===== src/rtl/text_terminal_writer.sv =====
// text_terminal_writer
//   Converts the received UART byte stream into terminal-style writes to the
//   text character memory. It keeps a cursor and interprets CR, LF, BS and FF
//   (FF clears the screen). A small FIFO holds bytes that arrive while a clear
//   is running.
//
// Ports
//   clock           clk_40 system clock
//   reset           asynchronous, active-high reset
//   uart_data       received byte, stable while uart_data_ready is high
//   uart_data_ready level from the receiver (clk_1 domain), one byte per rise
//   mem_data        character code to write
//   mem_address     cell address, row*COLS+col
//   mem_write       one-cycle write strobe (held high for the whole clear)
//   cursor_col      current column, 0..COLS-1
//   cursor_row      current row, 0..ROWS-1
//   busy            high while a screen clear runs
//   overflow        sticky: a byte was dropped because the FIFO was full
module text_terminal_writer #(
  parameter int COLS       = 100,
  parameter int ROWS       = 37,
  parameter int ADDR_W     = 13,
  parameter int FIFO_DEPTH = 4
) (
  input  logic              clock,
  input  logic              reset,
  input  logic [7:0]        uart_data,
  input  logic              uart_data_ready,
  output logic [7:0]        mem_data,
  output logic [ADDR_W-1:0] mem_address,
  output logic              mem_write,
  output logic [6:0]        cursor_col,
  output logic [5:0]        cursor_row,
  output logic              busy,
  output logic              overflow
);

  localparam int PW = $clog2(FIFO_DEPTH);
  localparam logic [ADDR_W-1:0] LAST_ADDR = ADDR_W'(COLS*ROWS-1);
  localparam logic [7:0] SPACE = 8'h20;

  typedef enum logic {IDLE, CLEAR} state_t;

  // ---------------------------------------------------------------------------
  // Input capture: [0],[1] synchronise, [2] is the previous synchronised level
  // ---------------------------------------------------------------------------
  logic [2:0] sync_q;
  logic       rise;

  always_ff @(posedge clock or posedge reset) begin
    if (reset) sync_q <= 3'b000;
    else       sync_q <= {sync_q[1:0], uart_data_ready};
  end

  assign rise = sync_q[1] & ~sync_q[2];

  // ---------------------------------------------------------------------------
  // Byte FIFO
  // ---------------------------------------------------------------------------
  logic [7:0]    fifo_q [FIFO_DEPTH];
  logic [PW-1:0] wr_ptr_q, rd_ptr_q;
  logic [PW:0]   cnt_q;
  logic          full, empty, push, pop;
  logic          overflow_q;
  state_t        state_q;
  logic [7:0]    head;

  assign full  = (cnt_q == (PW+1)'(FIFO_DEPTH));
  assign empty = (cnt_q == '0);
  // A push against a full FIFO is dropped even if a pop frees a slot this cycle.
  assign push  = rise & ~full;
  assign pop   = (state_q == IDLE) & ~empty;
  assign head  = fifo_q[rd_ptr_q];

  always_ff @(posedge clock) begin
    if (push) fifo_q[wr_ptr_q] <= uart_data;
  end

  always_ff @(posedge clock or posedge reset) begin
    if (reset) begin
      wr_ptr_q   <= '0;
      rd_ptr_q   <= '0;
      cnt_q      <= '0;
      overflow_q <= 1'b0;
    end else begin
      if (push) wr_ptr_q <= wr_ptr_q + PW'(1);
      if (pop)  rd_ptr_q <= rd_ptr_q + PW'(1);
      cnt_q <= cnt_q + (PW+1)'(push) - (PW+1)'(pop);
      if (rise & full) overflow_q <= 1'b1;
    end
  end

  // ---------------------------------------------------------------------------
  // Cursor arithmetic
  // ---------------------------------------------------------------------------
  logic [6:0]        col_q;
  logic [5:0]        row_q;
  logic [ADDR_W-1:0] cell_addr;
  logic [5:0]        row_next;
  logic              col_last;

  assign cell_addr = ADDR_W'(row_q) * ADDR_W'(COLS) + ADDR_W'(col_q);
  assign col_last  = (col_q == 7'(COLS-1));
  // No scrolling: the row wraps back to the top.
  assign row_next  = (row_q == 6'(ROWS-1)) ? 6'd0 : row_q + 6'd1;

  // ---------------------------------------------------------------------------
  // FSM with registered memory-port outputs
  // ---------------------------------------------------------------------------
  logic [7:0]        mem_data_q;
  logic [ADDR_W-1:0] mem_addr_q;
  logic              mem_write_q;
  logic              busy_q;

  always_ff @(posedge clock or posedge reset) begin
    if (reset) begin
      state_q     <= IDLE;
      mem_data_q  <= '0;
      mem_addr_q  <= '0;
      mem_write_q <= 1'b0;
      busy_q      <= 1'b0;
      col_q       <= '0;
      row_q       <= '0;
    end else begin
      mem_write_q <= 1'b0;
      case (state_q)
        IDLE: begin
          if (pop) begin
            case (head)
              8'h0D: col_q <= '0;
              8'h0A: row_q <= row_next;
              8'h08: begin
                if (col_q != '0) begin
                  col_q       <= col_q - 7'd1;
                  mem_data_q  <= SPACE;
                  mem_addr_q  <= cell_addr - ADDR_W'(1);
                  mem_write_q <= 1'b1;
                end
              end
              8'h0C: begin
                // The first clear write (address 0) issues right away so that
                // busy and mem_write cover the same 3700 cycles.
                state_q     <= CLEAR;
                busy_q      <= 1'b1;
                mem_data_q  <= SPACE;
                mem_addr_q  <= '0;
                mem_write_q <= 1'b1;
              end
              default: begin
                if (head >= 8'h20 && head <= 8'h7E) begin
                  mem_data_q  <= head;
                  mem_addr_q  <= cell_addr;
                  mem_write_q <= 1'b1;
                  if (col_last) begin
                    col_q <= '0;
                    row_q <= row_next;
                  end else begin
                    col_q <= col_q + 7'd1;
                  end
                end
              end
            endcase
          end
        end
        CLEAR: begin
          // mem_addr_q holds the address written in the current cycle.
          if (mem_addr_q == LAST_ADDR) begin
            state_q <= IDLE;
            busy_q  <= 1'b0;
            col_q   <= '0;
            row_q   <= '0;
          end else begin
            mem_addr_q  <= mem_addr_q + ADDR_W'(1);
            mem_write_q <= 1'b1;
          end
        end
        default: state_q <= IDLE;
      endcase
    end
  end

  assign mem_data    = mem_data_q;
  assign mem_address = mem_addr_q;
  assign mem_write   = mem_write_q;
  assign cursor_col  = col_q;
  assign cursor_row  = row_q;
  assign busy        = busy_q;
  assign overflow    = overflow_q;

endmodule


===== config.mk =====
export PLATFORM = sky130hd
export DESIGN_NAME = text_terminal_writer
export DESIGN_NICKNAME = d
export VERILOG_FILES = /design/src/rtl/text_terminal_writer.sv
export SDC_FILE = /design/constraint.sdc
export NUM_CORES = 1
export LEC_CHECK = 0
export CAP_MARGIN = 20
export CORE_MARGIN = 1
export CORE_UTILIZATION = 45
export DETAILED_ROUTE_END_ITERATION = 12
export PLACE_DENSITY = 0.71
export SLEW_MARGIN = 5
export SYNTH_ARGS = -nofsm -noshare
export SYNTH_HDL_FRONTEND = slang
export SYNTH_SLANG_ARGS = --single-unit

===== constraint.sdc =====
create_clock -name clock -period 3.65 [get_ports clock]
set_input_delay 0.73 -clock clock [delete_from_list [all_inputs] [get_ports clock]]
set_output_delay 0.73 -clock clock [all_outputs]
set_load 0.02 [all_outputs]

==> metrics.cfg, run 1 <==
[status]
status = complete, no violations

[grt]
gr-usage-all-layers_pct = 21.5
grt_max_degree = 34
overflow = 0
antenna_found_initial = 0
grt_use_met2_pct = 37.8
met3_usage_pct = 3.32
grt_pass1_vias = 4100
grt-busiest-layer = met2
grt_pass1_wl_mm = 19.3
grt_util_met1_pct = 25.8

[setup_path]
worst_setup_path_start_kind = register
critPathCaptureType = register
arrival_ns = 3.73
cpPeakStageDelay_ns = 0.63
crit_chain = inv_2, ha_4, ha_1, ha_2, inv_1, fa_2, nand2b_4, a2111oi_4, a311oi_2, o22ai_1, nand2_1, or3_1, o31a_1, a221oi_2
slowest_stage = fa_2
cp_data_required_time_ns = 3.91
worst-r2r-setup-slack_ns = 0.17
cp_max_fo = 4
critPathKind = reg -> reg

[sta]
setup_slack_ns = 0.174
slew_violations = 0
holdWs_ns = 0.385
timing.final.crit_share_pct = 95.2
hold_violations = 0
fin_skew_ns = 0.00947
worstMarginPinSlew_ns = 0.623
relSlewSlack_pct = 58.4
post-route-min-period_ns = 3.48
tns_ns = 0
finalSetupViolCount = 0
fmax_mhz = 288

[logic_synthesis]
ys_async_sr_fraction_pct = 60.0
synth_area_sq_um = 5070
ys_seq_elements = 80
syn_area_per_cell_sq_um = 10.0
synth.distinct_cells = 67
synth_top_area_cell = dfrtp_1
synth_flop_cell = dfrtp_1
synth_edf_count = 32
syn_inst = 507
synth_seq_area_share_pct = 42.6
synth.top_cell.area_share_pct = 23.7
ys_top_cells_by_area = dfrtp_1 24%, edfxtp_1 19%, ha_1 10%, o21ai_0 3.8%, nand2_1 3.8%
syn-num-nets = 562
synth_warnings = 0

[finish]
final_cell_mix = 52 x nand2_1, 47 x clkdlybuf4s50_1, 44 x dfrtp_1
final_common_cell = nand2_1
seq_area_sq_um = 2170
num-fill-cells = 914
area_growth_pct = 25.4
drive_above_1_share_pct = 15.2
design_area_sq_um = 6360
n_antenna_cell = 0
final_nets = 634
multi_input_area_sq_um = 2900

[run]
max_cap_violations = 0

[route]
wire_per_inst_um = 16.2
drt_iter0_drc = 286
drt-total-wl_mm = 11.7
num_vias = 4154
vias_per_cell = 5.74
route.detailed.drc = 0
drtPass1Iterations = 4
ant_nets = 0

[power]
total_power_mw = 4.78
powerDensity_nw_per_um2 = 751
p_leak_nw = 2.62
peakVddDrop_uv = 373

[clock_tree]
cts_tree = yes
hold_buffers = 0
clock_latency_ns = 0.34
cts_sinks = 80
cts_htree_levels = 3
clk_path_buf_depth = 2
cts_made_buffers = 9
path_clk_slew_ns = 0.07
cts-root-buf = clkbuf_16

[placement]
port_buffers = 47
hpwlAfterDp_mm = 8.55
place_ws_ns = 0.0355
place_area_sq_um = 5870
gp_congestion = 0.896

[floorplanning]
start_util_pct = 46.4
num_rows = 38
die_h_um = 108
io_pins = 48
die_w_um = 108
core_sq_um = 10900
die_area_sq_um = 11700

[hold_path]
worstHoldPathType = reg -> reg

==> cell usage after synthesis (all sizes together) (7+ instances only) <==
cell type / count
nand3: 19
nand2: 52
nor3: 16
dfrtp: 48
nor2: 32
o21ai: 40
inv: 31
and2: 10
clkbuf: 10
ha: 41
xnor2: 9
mux4: 8
a21oi: 34
xor2: 10
edfxtp: 32
o31ai: 7
==> area by class of cell <==
type                    count  share of cell area (%)
well taps                 140                    2.75
clock buffers              10                    3.60
multi-input cells         379                    45.6
clock inverters             6                    1.06
flip-flops and latches     80                    34.1
inverters                  32                    1.93
repair buffers             77                    10.9
==> critical path, delay by kind of cell, from the launching register on <==
family,cells,cell delay (ns)
compound gates,5,1.04
fa+ha+maj,4,1.27
buf+inv,2,0.15
flops,1,0.46
simple gates,3,0.48
==> flip-flops by register name (all words and copies together), names as in the netlist <==
register     flops
busy             1
wr_ptr_q         2
fifo_q          32
state_q          1
sync_q           3
cursor_row       6
mem_data         8
rd_ptr_q         2
mem_write        1
cnt_q            3
overflow         1
cursor_col       7
mem_address     13
==> through the flow <==
step | util [%] | cells
2_1_floorplan | - | 507
3_3_place_gp | 53.6 | 701
3_5_place_dp | 53.6 | 701
4_1_cts | 56.4 | 717
5_1_grt | 58.2 | 724
6_report | 58.2 | 724
==> where the power goes <==
part | leakage (nW) | switching [mW] | total, mW | internal (mW)
clock network | 0.139 | 0.372 | 0.904 | 0.532
logic | 1.60 | 1.34 | 2.41 | 1.07
registers | 0.878 | 0.265 | 1.46 | 1.20
==> path summary, 6_finish.rpt <==
| path | startpoint | depth (start not counted) | end |
|---|---|---|---|
| worst max-delay path | cursor_row[1]$_DFFE_PP0P_ | 14 | mem_address[12]$_DFFE_PP0P_ |
| worst min-delay path | sync_q[0]$_DFF_PP0_ | 0 | sync_q[1]$_DFF_PP0_ |
| max in group asynchronous | reset | 3 | mem_data[6]$_DFFE_PP0P_ |
| min in group asynchronous | reset | 2 | sync_q[0]$_DFF_PP0_ |
| worst max register to register | cursor_row[1]$_DFFE_PP0P_ | 14 | mem_address[12]$_DFFE_PP0P_ |
| worst min register to register | sync_q[0]$_DFF_PP0_ | 0 | sync_q[1]$_DFF_PP0_ |
==> layer usage <==
layer / vias up / share of wire [%]
met5: - / 0
met4: 0 / 2.3
met3: 24 / 4.5
met2: 92 / 51
met1: 2023 / 42
li1: 2015 / -
==> logic make-up (layout without fill, tap and decap cells) <==
kind of cell,Yosys count,after routing,share of synthesized area [%]
xor+xnor,19,19,3.28
buf+inv,48,125,4.09
compound gates,134,134,17.2
mux,16,16,5.72
simple gates,166,166,15.8
flops,80,80,42.6
fa+ha+maj,44,44,11.3
==> timing repair <==
| action | CTS | global route |
|---|---|---|
| gates resized for setup | 0 | 19 |
| buffers inserted | 0 | 7 |
| setup endpoints to repair | 0 | 3 |
Note: power is estimated with default switching activity, not from simulation.
==> run 2, diff against run 1 <==
Settings changed: DONT_BUFFER_PORTS set to 1, PLACE_DENSITY 0.71 to 0.65, SETUP_SLACK_MARGIN set to 0.5.
==> run 2 against run 1 <==
Against the previous run:
- die area is the same
- global-route usage grew 0.89 points
- clock skew grew 0.0026 ns
- sequential share of layout area grew 0.53 points
- fmax grew 1.8%
- combinational power shrank 11%
- largest cell class unchanged
==> metrics.cfg, run 2 (synthesis gave the netlist of run 1 again) <==
[route]
num_vias = 4062
wire_per_inst_um = 17.9
drt_iter0_drc = 279
ant_nets = 0
drtPass1Iterations = 6
drt-total-wl_mm = 12.3
route.detailed.drc = 0
vias_per_cell = 5.91

[sta]
setup_slack_ns = 0.234
rsz0062_at_grt = true
fin_skew_ns = 0.0120
post-route-min-period_ns = 3.42
relSlewSlack_pct = 61.4
tns_ns = 0
timing.final.crit_share_pct = 93.6
fmax_mhz = 293
hold_violations = 0
holdWs_ns = 0.211
slew_violations = 0
finalSetupViolCount = 0
worstMarginPinSlew_ns = 0.577

[clock_tree]
cts_made_buffers = 9
path_clk_slew_ns = 0.06
clock_latency_ns = 0.34
cts_sinks = 80
cts_htree_levels = 3
clk_path_buf_depth = 2
cts_tree = yes
hold_buffers = 0
cts-root-buf = clkbuf_16

[placement]
gp_congestion = 0.821
place_area_sq_um = 5470
place_ws_ns = 0.109
port_buffers = 0
placed_cells = 649
hpwlAfterDp_mm = 8.46

[finish]
max_flop_register = fifo_q
final_nets = 597
utilization_pct = 57.4
drive_above_1_share_pct = 26.9
n_antenna_cell = 0
area_growth_pct = 23.7
largest_reg_flops = 32
final_cell_mix = 50 x nand2_1, 40 x dfrtp_1, 37 x o21ai_0
final_common_cell = nand2_1
fin_cells = 687
num-fill-cells = 938
design_area_sq_um = 6280

[setup_path]
critPathKind = reg -> reg
cp_common_cell = ha_4
worst-r2r-setup-slack_ns = 0.23
path_delay_family = adder cells
slowest_stage = fa_2
critPathBufInv = 1
cp_max_fo = 4
reg2reg_to = mem_address[12]$_DFFE_PP0P_
rr_startpoint = cursor_row[2]$_DFFE_PP0P_
worst_setup_path_start_kind = register
cp-startpoint = cursor_row[2]$_DFFE_PP0P_
worst-path-stages = 13
arrival_ns = 3.67
crit_chain = ha_4, ha_4, ha_4, inv_2, fa_2, nand2b_4, a2111oi_4, a311oi_2, o22ai_2, nand2_1, or3_1, o31a_1, a221oi_2
cp_data_required_time_ns = 3.90
reg2reg_depth = 13
critPathCaptureType = register
endpoint = mem_address[12]$_DFFE_PP0P_
cpPeakStageDelay_ns = 0.60

[power]
total_power_mw = 4.69
p_leak_nw = 2.53
peakVddDrop_uv = 432
powerDensity_nw_per_um2 = 748

[grt]
overflow = 0
grt_max_degree = 49
grt_pass1_wl_mm = 19.8
antenna_found_initial = 0
grt_pass1_vias = 4064
gr-usage-all-layers_pct = 22.4

[floorplanning]
io_pins = 48
num_rows = 38
die_w_um = 108
die_area_sq_um = 11700
core_sq_um = 10900
start_util_pct = 46.4
die_h_um = 108

[hold_path]
worstHoldPathType = in -> async

[run]
max_cap_violations = 0

[status]
status = complete, no violations

## run 2: cell count changes in the layout (fill, tap and decap cells not counted), sizes merged
cell,before,now
buf,30,40
clkbuf,10,13
clkdlybuf4s50,47,0
clkinvlp,2,0
inv,32,31
## run 2: what timing repair did
item,CTS,global route
gates resized for setup,38,31
pin swaps,14,9
setup endpoints to repair,19,19
cloned,0,0
setup buffers,12,9
## run 2: power breakdown
group	internal, mW	leakage [nW]	switching (mW)	total [mW]
registers	1.20	0.873	0.486	1.68
logic	0.943	1.52	1.19	2.14
clock network	0.531	0.138	0.344	0.874
## run 2: metal layers
metal / track usage, % / wire length, um
met5: 0 / 0
met4: 12.7 / 409
met3: 4.58 / 623
met2: 38.0 / 6310
met1: 26.2 / 4920
## run 2: final cells by class
| cell class | count | area, sq um | share of cell area (%) |
|---|---|---|---|
| multi-input cells | 379 | 3180 | 50.7 |
| flip-flops and latches | 80 | 2170 | 34.6 |
| repair buffers | 40 | 339 | 5.40 |
| clock buffers | 13 | 240 | 3.83 |
| well taps | 140 | 175 | 2.79 |
| inverters | 32 | 125 | 1.99 |
| clock inverters | 3 | 43.8 | 0.698 |
## run 2: worst min path at each step
stage	end	from	depth (start not counted)	slack, ns
floorplan	sync_q[1]$_DFF_PP0_	sync_q[0]$_DFF_PP0_	0	0.33
global placement	sync_q[1]$_DFF_PP0_	sync_q[0]$_DFF_PP0_	0	0.34
detailed placement	sync_q[1]$_DFF_PP0_	sync_q[0]$_DFF_PP0_	0	0.34
CTS	sync_q[1]$_DFF_PP0_	sync_q[0]$_DFF_PP0_	0	0.35
global route	sync_q[2]$_DFF_PP0_	reset	1	0.22
finish	sync_q[2]$_DFF_PP0_	reset	1	0.21
==> run 3, diff against run 2 <==
Settings changed: CORE_UTILIZATION 45 to 58, PLACE_DENSITY 0.65 to 0.79.
==> run 3 against run 2 <==
Against the previous run:
- worst setup slack got worse by 0.082 ns
- die area fell by 22%
- fmax fell by 2.3%
- final cell count fell by 2.9%
- sequential cell count did not move
- wire length rose by 2.5%
- register-to-register slack got worse by 0.08 ns
- critical path type unchanged
- largest power group unchanged
==> metrics.cfg, run 3 (synthesis gave the netlist of run 1 again) <==
[status]
status = complete, no violations

[sta]
setup_slack_ns = 0.153
post-route-min-period_ns = 3.50
relSlewSlack_pct = 62.1
finalSetupViolCount = 0
hold_violations = 0
rsz0062_at_grt = true
fmax_mhz = 286
timing.final.crit_share_pct = 95.8
fin_skew_ns = 0.0142
slew_violations = 0
tns_ns = 0
worstMarginPinSlew_ns = 0.564
holdWs_ns = 0.202

[clock_tree]
cts_htree_levels = 3
cts-root-buf = clkbuf_8
cts_made_buffers = 9
cts_tree = yes
cts_sinks = 80
clk_path_buf_depth = 2
clock_latency_ns = 0.36
path_clk_slew_ns = 0.10

[finish]
utilization_pct = 73.8
n_antenna_cell = 0
multi_input_area_sq_um = 3050
final_cell_mix = 50 x nand2_1, 45 x buf_4, 40 x dfrtp_1
design_area_sq_um = 6160
final_nets = 612
largest_reg_flops = 32
area_growth_pct = 21.4
drive_above_1_share_pct = 27.6
num-fill-cells = 557
fin_cells = 667
seq_area_sq_um = 2170
final_common_cell = nand2_1
max_flop_register = fifo_q

[setup_path]
critPathBufInv = 1
cp_common_cell = ha_4
worst_setup_path_start_kind = register
slowest_stage = fa_2
critPathKind = reg -> reg
critPathCaptureType = register
cp_data_required_time_ns = 3.93
crit_chain = ha_4, ha_4, ha_4, inv_2, fa_2, nand2b_4, a2111oi_4, a311oi_2, o22ai_2, nand2_1, or3_1, o31a_1, a221oi_2
arrival_ns = 3.78
cpPeakStageDelay_ns = 0.61
path_delay_family = adder cells
cp_max_fo = 5

[route]
num_vias = 4262
route.detailed.drc = 0
ant_nets = 0
wire_per_inst_um = 18.9
dr_wl_met3_um = 764
drt_iter0_drc = 293
wl_met1_mm = 4.96
vias_per_cell = 6.39
drtPass1Iterations = 6
drt-total-wl_mm = 12.6
met2WireLength_mm = 6.51
top_layer = met4

[placement]
port_buffers = 0
hpwlAfterDp_mm = 8.26
place_ws_ns = 0.0828
gp_congestion = 0.854
place_area_sq_um = 5430
placed_cells = 614

[grt]
gr-usage-all-layers_pct = 27.9
grt_max_degree = 49
grt_pass1_wl_mm = 19.3
antenna_found_initial = 0
overflow = 0
grt_pass1_vias = 4042

[power]
total_power_mw = 4.76
switchingPower_mw = 2.15
peakVddDrop_uv = 471
p_sw_share_pct = 45.1
p_leak_nw = 2.57
pwr-share-comb_pct = 49.8
powerDensity_nw_per_um2 = 774
clkPwrFrac_pct = 14.9
power_frac_seq_pct = 35.3
p_int_mw = 2.62

[floorplanning]
start_util_pct = 60.8
die_h_um = 95.5
num_rows = 33
die_area_sq_um = 9130
core_sq_um = 8340
die_w_um = 95.5
io_pins = 48

[run]
max_cap_violations = 0

[hold_path]
worstHoldPathType = in -> async

run 3: cell count changes in the layout (fill, tap and decap cells not counted), moves of 4 or more:
cell | before | now
ha_1 | 24 | 29
clkbuf_16 | 9 | 0
clkbuf_8 | 0 | 9
buf_4 | 33 | 45
ha_4 | 17 | 11
clkbuf_1 | 4 | 0
run 3: layer usage:
metal	up-vias	GRT usage, %
li1	1962	-
met1	2106	33.3
met2	164	49.0
met3	30	6.54
met4	0	10.1
met5	-	0
run 3: worst paths after layout:
check	endpoint	slack (ns)	cells past startpoint	start
max	mem_address[12]$_DFFE_PP0P_	0.15	13	cursor_row[1]$_DFFE_PP0P_
max in group asynchronous	rd_ptr_q[1]$_DFFE_PP0P_	2.94	2	reset
min reg2reg	sync_q[1]$_DFF_PP0_	0.36	0	sync_q[0]$_DFF_PP0_
min in group clock	sync_q[1]$_DFF_PP0_	0.36	0	sync_q[0]$_DFF_PP0_
max reg2reg	mem_address[12]$_DFFE_PP0P_	0.15	13	cursor_row[1]$_DFFE_PP0P_
min	overflow$_DFFE_PP0P_	0.20	1	reset
run 3: cell type report:
class / count / share of cell area [%]
timing repair buffer: 55 / 7.54
sequential: 80 / 35.3
inverter: 32 / 2.03
clock buffer: 9 / 2.01
clock inverter: 7 / 1.42
multi-input combinational: 379 / 49.6
tap: 105 / 2.13
run 3: power by group through the flow:
stage	logic (mW)	registers [mW]	clock network [mW]
3_3_place_gp	1.78	1.68	0
2_1_floorplan	1.49	1.60	0
4_1_cts	2.05	1.67	0.710
3_5_place_dp	1.86	1.68	0
5_1_grt	2.59	1.72	0.749
6_report	2.37	1.68	0.709
run 3: what timing repair did:
action	in CTS	in global routing
buffers inserted	20	16
pin swaps	8	6
endpoints found under the hold margin	0	0
endpoints found under the setup margin	23	21
resized for setup	25	34
hold buffers	0	0
